**config.mk**
```make
export PLATFORM = sky130hd
export DESIGN_NAME = multicycle_control_flat
export DESIGN_NICKNAME = d
export VERILOG_FILES = /design/src/rtl/multicycle_control_if.sv /design/src/rtl/multicycle_control.sv /design/src/flat_wrapper.sv
export SDC_FILE = /design/constraint.sdc
export NUM_CORES = 1
export LEC_CHECK = 0
export CAP_MARGIN = 20
export CORE_ASPECT_RATIO = 0.7
export CORE_MARGIN = 2
export CORE_UTILIZATION = 43
export DETAILED_ROUTE_END_ITERATION = 10
export PLACE_DENSITY = 0.78
export SLEW_MARGIN = 20
export SYNTH_ARGS = -nofsm -noshare
export SYNTH_HDL_FRONTEND = slang
export SYNTH_SLANG_ARGS = --single-unit
```
**constraint.sdc**
```tcl
create_clock -name clk -period 1.75 [get_ports clk]
set_input_delay 0.2625 -clock clk [delete_from_list [all_inputs] [get_ports clk]]
set_output_delay 0.2625 -clock clk [all_outputs]
set_load 0.05 [all_outputs]
```
**src/rtl/multicycle_control_if.sv**
```systemverilog
// rtl/multicycle_control_if.sv - control/datapath bundle for the multicycle controller
interface multicycle_control_if #(
  parameter int STATE_W = 4
);
  logic [5:0]         OP;
  logic [5:0]         Funct;
  logic               Zero_Flag;
  logic               pc_en;
  logic               IorD;
  logic               mem_wr;
  logic               IR_wr;
  logic               reg_dst;
  logic               mem2reg;
  logic               reg_wr;
  logic               alu_srcA;
  logic [1:0]         alu_srcB;
  logic [2:0]         Alucontrol;
  logic [1:0]         PC_src;
  logic               instr_done;
  logic               illegal;
  logic [STATE_W-1:0] state;

  // controller side
  modport master (
    input  OP, Funct, Zero_Flag,
    output pc_en, IorD, mem_wr, IR_wr, reg_dst, mem2reg, reg_wr,
           alu_srcA, alu_srcB, Alucontrol, PC_src, instr_done, illegal, state
  );

  // datapath side
  modport slave (
    output OP, Funct, Zero_Flag,
    input  pc_en, IorD, mem_wr, IR_wr, reg_dst, mem2reg, reg_wr,
           alu_srcA, alu_srcB, Alucontrol, PC_src, instr_done, illegal, state
  );
endinterface

```
**src/rtl/multicycle_control.sv**
```systemverilog
// rtl/multicycle_control.sv - Moore FSM sequencing a multicycle MIPS-subset datapath
module multicycle_control #(
  parameter int STATE_W = 4
) (
  input logic                 clk,
  input logic                 Res,
  multicycle_control_if.master bus
);
  typedef enum logic [3:0] {
    FETCH  = 4'd0,  DECODE = 4'd1,  MEMADR = 4'd2,  MEMRD  = 4'd3,
    MEMWB  = 4'd4,  MEMWR  = 4'd5,  EXEC   = 4'd6,  ALUWB  = 4'd7,
    BRANCH = 4'd8,  ADDIEX = 4'd9,  ADDIWB = 4'd10, JUMP   = 4'd11
  } state_t;

  typedef struct packed {
    logic       pc_en;
    logic       IorD;
    logic       mem_wr;
    logic       IR_wr;
    logic       reg_dst;
    logic       mem2reg;
    logic       reg_wr;
    logic       alu_srcA;
    logic [1:0] alu_srcB;
    logic [2:0] Alucontrol;
    logic [1:0] PC_src;
    logic       instr_done;
    logic       branch;      // pc_en follows Zero_Flag in this state
  } ctl_t;

  localparam logic [5:0] OP_LW = 6'b100011, OP_SW = 6'b101011, OP_R = 6'b000000,
                         OP_BEQ = 6'b000100, OP_ADDI = 6'b001000, OP_J = 6'b000010;

  state_t st, st_nx;
  ctl_t   ctl;
  logic   op_legal;

  function automatic logic [2:0] alu_from_funct(input logic [5:0] f);
    case (f)
      6'b100000: return 3'b010;
      6'b100010: return 3'b110;
      6'b100100: return 3'b000;
      6'b100101: return 3'b001;
      6'b101010: return 3'b111;
      default:   return 3'b010;
    endcase
  endfunction

  // Outputs are a pure function of the state being entered; Funct is stable
  // from the end of FETCH onwards, so EXEC can register its ALU code on entry.
  function automatic ctl_t ctl_for(input state_t s, input logic [5:0] f);
    ctl_t c;
    c = '0;
    case (s)
      FETCH:  begin c.IR_wr = 1'b1; c.alu_srcB = 2'b01; c.Alucontrol = 3'b010; c.pc_en = 1'b1; end
      DECODE: begin c.alu_srcB = 2'b11; c.Alucontrol = 3'b010; end
      MEMADR: begin c.alu_srcA = 1'b1; c.alu_srcB = 2'b10; c.Alucontrol = 3'b010; end
      MEMRD:  c.IorD = 1'b1;
      MEMWB:  begin c.mem2reg = 1'b1; c.reg_wr = 1'b1; c.instr_done = 1'b1; end
      MEMWR:  begin c.IorD = 1'b1; c.mem_wr = 1'b1; c.instr_done = 1'b1; end
      EXEC:   begin c.alu_srcA = 1'b1; c.Alucontrol = alu_from_funct(f); end
      ALUWB:  begin c.reg_dst = 1'b1; c.reg_wr = 1'b1; c.instr_done = 1'b1; end
      BRANCH: begin
        c.alu_srcA = 1'b1; c.Alucontrol = 3'b110; c.PC_src = 2'b01;
        c.branch = 1'b1; c.instr_done = 1'b1;
      end
      ADDIEX: begin c.alu_srcA = 1'b1; c.alu_srcB = 2'b10; c.Alucontrol = 3'b010; end
      ADDIWB: begin c.reg_wr = 1'b1; c.instr_done = 1'b1; end
      JUMP:   begin c.PC_src = 2'b10; c.pc_en = 1'b1; c.instr_done = 1'b1; end
      default: c = '0;
    endcase
    return c;
  endfunction

  // Next-state selection; unused codes fall back to FETCH
  always_comb begin
    st_nx = FETCH;
    case (st)
      FETCH:  st_nx = DECODE;
      DECODE: begin
        case (bus.OP)
          OP_LW, OP_SW: st_nx = MEMADR;
          OP_R:         st_nx = EXEC;
          OP_BEQ:       st_nx = BRANCH;
          OP_ADDI:      st_nx = ADDIEX;
          OP_J:         st_nx = JUMP;
          default:      st_nx = FETCH;
        endcase
      end
      MEMADR: st_nx = (bus.OP == OP_LW) ? MEMRD : MEMWR;
      MEMRD:  st_nx = MEMWB;
      EXEC:   st_nx = ALUWB;
      ADDIEX: st_nx = ADDIWB;
      default: st_nx = FETCH;
    endcase
  end

  // Opcode legality, only meaningful while in DECODE
  always_comb begin
    op_legal = 1'b0;
    case (bus.OP)
      OP_LW, OP_SW, OP_R, OP_BEQ, OP_ADDI, OP_J: op_legal = 1'b1;
      default: op_legal = 1'b0;
    endcase
  end

  // State register with outputs registered alongside it
  always_ff @(posedge clk) begin
    if (Res) begin
      st  <= FETCH;
      ctl <= ctl_for(FETCH, bus.Funct);
    end else begin
      st  <= st_nx;
      ctl <= ctl_for(st_nx, bus.Funct);
    end
  end

  // Side-effecting strobes are held low while reset is asserted
  assign bus.pc_en      = ~Res & (ctl.pc_en | (ctl.branch & bus.Zero_Flag));
  assign bus.IR_wr      = ~Res & ctl.IR_wr;
  assign bus.mem_wr     = ~Res & ctl.mem_wr;
  assign bus.reg_wr     = ~Res & ctl.reg_wr;
  assign bus.instr_done = ~Res & ctl.instr_done;
  assign bus.illegal    = ~Res & (st == DECODE) & ~op_legal;
  assign bus.IorD       = ctl.IorD;
  assign bus.reg_dst    = ctl.reg_dst;
  assign bus.mem2reg    = ctl.mem2reg;
  assign bus.alu_srcA   = ctl.alu_srcA;
  assign bus.alu_srcB   = ctl.alu_srcB;
  assign bus.Alucontrol = ctl.Alucontrol;
  assign bus.PC_src     = ctl.PC_src;
  assign bus.state      = STATE_W'(st);
endmodule

```
**src/flat_wrapper.sv**
```systemverilog
// flat-port wrapper written by rule: the top's interface ports become plain ports
module multicycle_control_flat 
#(
  parameter int STATE_W = 4
)
  (clk, Res, bus_OP, bus_Funct, bus_Zero_Flag, bus_pc_en, bus_IorD, bus_mem_wr, bus_IR_wr, bus_reg_dst, bus_mem2reg, bus_reg_wr, bus_alu_srcA, bus_alu_srcB, bus_Alucontrol, bus_PC_src, bus_instr_done, bus_illegal, bus_state);
  multicycle_control_if #(.STATE_W(STATE_W)) bus_i ();
  input logic clk;
  input logic Res;
  input wire logic [$bits(bus_i.OP)-1:0] bus_OP;
  input wire logic [$bits(bus_i.Funct)-1:0] bus_Funct;
  input wire logic [$bits(bus_i.Zero_Flag)-1:0] bus_Zero_Flag;
  output wire logic [$bits(bus_i.pc_en)-1:0] bus_pc_en;
  output wire logic [$bits(bus_i.IorD)-1:0] bus_IorD;
  output wire logic [$bits(bus_i.mem_wr)-1:0] bus_mem_wr;
  output wire logic [$bits(bus_i.IR_wr)-1:0] bus_IR_wr;
  output wire logic [$bits(bus_i.reg_dst)-1:0] bus_reg_dst;
  output wire logic [$bits(bus_i.mem2reg)-1:0] bus_mem2reg;
  output wire logic [$bits(bus_i.reg_wr)-1:0] bus_reg_wr;
  output wire logic [$bits(bus_i.alu_srcA)-1:0] bus_alu_srcA;
  output wire logic [$bits(bus_i.alu_srcB)-1:0] bus_alu_srcB;
  output wire logic [$bits(bus_i.Alucontrol)-1:0] bus_Alucontrol;
  output wire logic [$bits(bus_i.PC_src)-1:0] bus_PC_src;
  output wire logic [$bits(bus_i.instr_done)-1:0] bus_instr_done;
  output wire logic [$bits(bus_i.illegal)-1:0] bus_illegal;
  output wire logic [$bits(bus_i.state)-1:0] bus_state;
  assign bus_i.OP = bus_OP;
  assign bus_i.Funct = bus_Funct;
  assign bus_i.Zero_Flag = bus_Zero_Flag;
  assign bus_pc_en = bus_i.pc_en;
  assign bus_IorD = bus_i.IorD;
  assign bus_mem_wr = bus_i.mem_wr;
  assign bus_IR_wr = bus_i.IR_wr;
  assign bus_reg_dst = bus_i.reg_dst;
  assign bus_mem2reg = bus_i.mem2reg;
  assign bus_reg_wr = bus_i.reg_wr;
  assign bus_alu_srcA = bus_i.alu_srcA;
  assign bus_alu_srcB = bus_i.alu_srcB;
  assign bus_Alucontrol = bus_i.Alucontrol;
  assign bus_PC_src = bus_i.PC_src;
  assign bus_instr_done = bus_i.instr_done;
  assign bus_illegal = bus_i.illegal;
  assign bus_state = bus_i.state;
  multicycle_control #(.STATE_W(STATE_W)) u_core (.clk(clk), .Res(Res), .bus(bus_i));
endmodule
```
==> out/results.tsv <==
stage	metric	value	unit
setup_path	end_kind	output port	
drt	dr.pass1.iters	4	
placed_design	post-place-ws	-0.317	ns
sta	tns	0	ns
drt	avgRoutedWirePerCell	14.4	um
cts	cts.sinks	20	
cells_and_area	nets	183	
setup_path	startpoint_type	flip-flop	
global_routing	grt_use_total	23.1	%
setup_path	worstSetupPathType	reg -> out	
drt	dr_total_vias	1036	
run_status	outcome	finished clean	
setup_path	path_cells	nor3b_4, nand3_2, a211oi_4, buf_12	
pwr	ir_worst_vdd	0.378	mV
drt	postRouteAntennaNets	0	
sta	fin_skew	0.0144	ns
setup_path	cp_slowest_cell	dfxtp_4	
die	dieArea	0.00270	sq mm
pwr	leakagePower	0.649	nW
sta	rsz0062_at_grt	yes	
job	max_cap_viol_count	0	
global_routing	grt_max_degree	16	
pwr	total_power	0.990	mW
yosys	synth_warnings	0	
yosys	syn-num-nets	130	
yosys	synth_area_per_cell	8.57	sq um
placed_design	finalWeightedCongestion	0.868	
die	row_count	14	
cells_and_area	antenna_cells	0	
cts	cts.path.max_buffers	2	
cts	clkTransAtPathRegs	0.11	ns
setup_path	critical_path.top_delay_family	flip-flops	
setup_path	cp_data_arrival_time	1.48	ns
sta	final.period_utilization	99.4	%
global_routing	grt_pass1_vias	951	
yosys	synth_cell_type_count	36	
placed_design	port_buffers	35	
cells_and_area	final_cells	199	
sta	setup_viol	0	
drt	dr.first_iter.drc_count	45	
yosys	synth_top_cell_area_share	40.6	%
setup_path	startpoint	u_core.bus.state[2]	
cells_and_area	area_growth	64.1	%
placed_design	place_area	0.00151	sq mm
hold_path	hp-start	bus_Funct[3]	
die	die_h	44.1	um
yosys	ys_seq_area_share	40.6	%
setup_path	crit_required	1.49	ns
placed_design	dp_hpwl	2130	um
global_routing	grt_pass1_wl	4570	um
yosys	ys_ff_latch	20	
yosys	ys_async_sr_fraction	0	%
die	core_area	0.00215	sq mm
global_routing	antenna_found_initial	0	
setup_path	regToRegStartpoint	u_core.bus.state[2]	
yosys	syn_inst	115	
setup_path	slowest_delay	0.37	ns
yosys	synth_flop_cell	dfxtp_1	
cts	cts_tree	done	
sta	setup_slack	0.0106	ns
setup_path	crit_fanout	2	
yosys	synth_edf_count	0	
die	fp.dieW	61.2	um
setup_path	path_buf_inv	1	
sta	worst_pin_slew	0.502	ns
cts	cts_made_buffers	3	
die	ios	36	
cts	cts-root-buf	clkbuf_4	
drt	viasPerCell	5.21	
pwr	p_per_area	612	mW/mm^2
global_routing	gr-total-overflow	0	
yosys	synth_top_area_cell	dfxtp_1	
cts	h-tree-depth	1	
sta	fmax	575	MHz
drt	routed_wl	2870	um
drt	drc_errors	0	
sta	finalMaxSlewViolations	0	
hold_path	hold_class	in -> reg	
sta	hold_viol	0	
cells_and_area	drive_gt1_share	32.9	%
cts	insertion_delay	0.30	ns
die	start_util	45.8	%
yosys	synth_area	986	sq um
sta	period_needed	1.74	ns
yosys	synth.area.top_cells	dfxtp_1 41%, buf_4 6.9%, nor2_1 4.9%, nand2_1 4.2%, nand4_1 3.8%	
sta	slew_headroom	66.4	%
cells_and_area	finalInstanceArea	0.00162	sq mm
placed_design	dp_cells	189	
[worst min-delay path, delay by kind of cell]
kind	cells	cell delay, ns
buffers and inverters	1	0.42
AND/OR/NAND/NOR	1	0.10
AO/OA/AOI/OAI	1	0.06
[report_power, final]
group          total, mW  internal (mW)  switching, mW
registers          0.470          0.465        0.00502
clock network      0.263          0.127          0.136
logic              0.256          0.116          0.141
[what timing repair did]
| action | CTS | global route |
|---|---|---|
| hold buffers | 0 | 0 |
| endpoints found under the hold margin | 0 | 0 |
| endpoints found under the setup margin | 1 | 12 |
| setup buffers | 5 | 1 |
| gates resized for setup | 13 | 2 |
| pin swaps | 3 | 2 |
| cloned | 0 | 0 |
[registers in the layout, summed over array words and instances (netlist names)]
name                   count
u_core.ctl                 5
u_core.bus.state           4
u_core.bus.Alucontrol      3
u_core.bus.PC_src          2
u_core.bus.alu_srcB        2
u_core.bus.IorD            1
u_core.bus.alu_srcA        1
u_core.bus.mem2reg         1
u_core.bus.reg_dst         1
[path summary, 6_finish.rpt]
kind / endpoint / slack (ns) / depth (start not counted)
hold / removal: u_core.bus.Alucontrol[0] / 0.58 / 3
setup / recovery: bus_illegal / 0.01 / 4
setup reg to reg: u_core.ctl[1] / 0.06 / 7
hold reg to reg: u_core.bus.mem2reg / 0.71 / 2
[kinds of logic (layout without fill, tap and decap cells)]
group,count (synthesis),after routing,share of synthesized area (%)
XOR/XNOR,1,1,0.888
buffers and inverters,14,66,8.76
adder cells (fa/ha/maj),1,1,1.02
AO/OA/AOI/OAI,21,21,16.4
AND/OR/NAND/NOR,58,58,32.4
flip-flops,20,20,40.6
[synth_stat cells, types with 2 or more instances]
library cell / instances
a21oi_1: 7
inv_1: 4
nor2b_1: 5
nand2_1: 11
dfxtp_1: 20
a31oi_1: 3
nand4_1: 6
nor2_1: 13
nand3_1: 6
buf_4: 9
nor3_1: 5
nor3b_1: 2
[routing by layer]
| metal | share of wire (%) | track usage, % | vias up |
|---|---|---|---|
| li1 | - | - | 512 |
| met1 | 44 | 32.0 | 465 |
| met2 | 48 | 36.4 | 53 |
| met3 | 6.3 | 4.68 | 6 |
| met4 | 1.4 | 7.39 | 0 |
| met5 | 0 | 0 | - |
[stage by stage]
step	util, %	hold slack [ns]
after global routing	75.1	0.586
final	75.1	0.583
after CTS	74.4	0.557
after global placement	70.3	0.620
after detailed placement	70.3	0.643
after floorplan	-	0.344
[cell type report]
type / instances / area, sq um
clock buffers: 4 / 36.3
fillers: 170 / 537
inverters: 4 / 15.0
multi-input cells: 81 / 544
flip-flops and latches: 20 / 413
well taps: 32 / 40.0
repair buffers: 58 / 569
[cells in the final DEF, fill, tap and decap left out, types with 4 or more instances in the layout]
cell type	n
a21oi_1	7
dlygate4sd2_1	6
dfxtp_1	16
inv_1	4
clkdlybuf4s50_1	19
nor2b_1	5
nor3_1	5
buf_4	26
buf_12	6
nor2_1	11
nand4_1	6
nand3_1	5
nand2_1	11
Power figures use the tool's default switching activity.
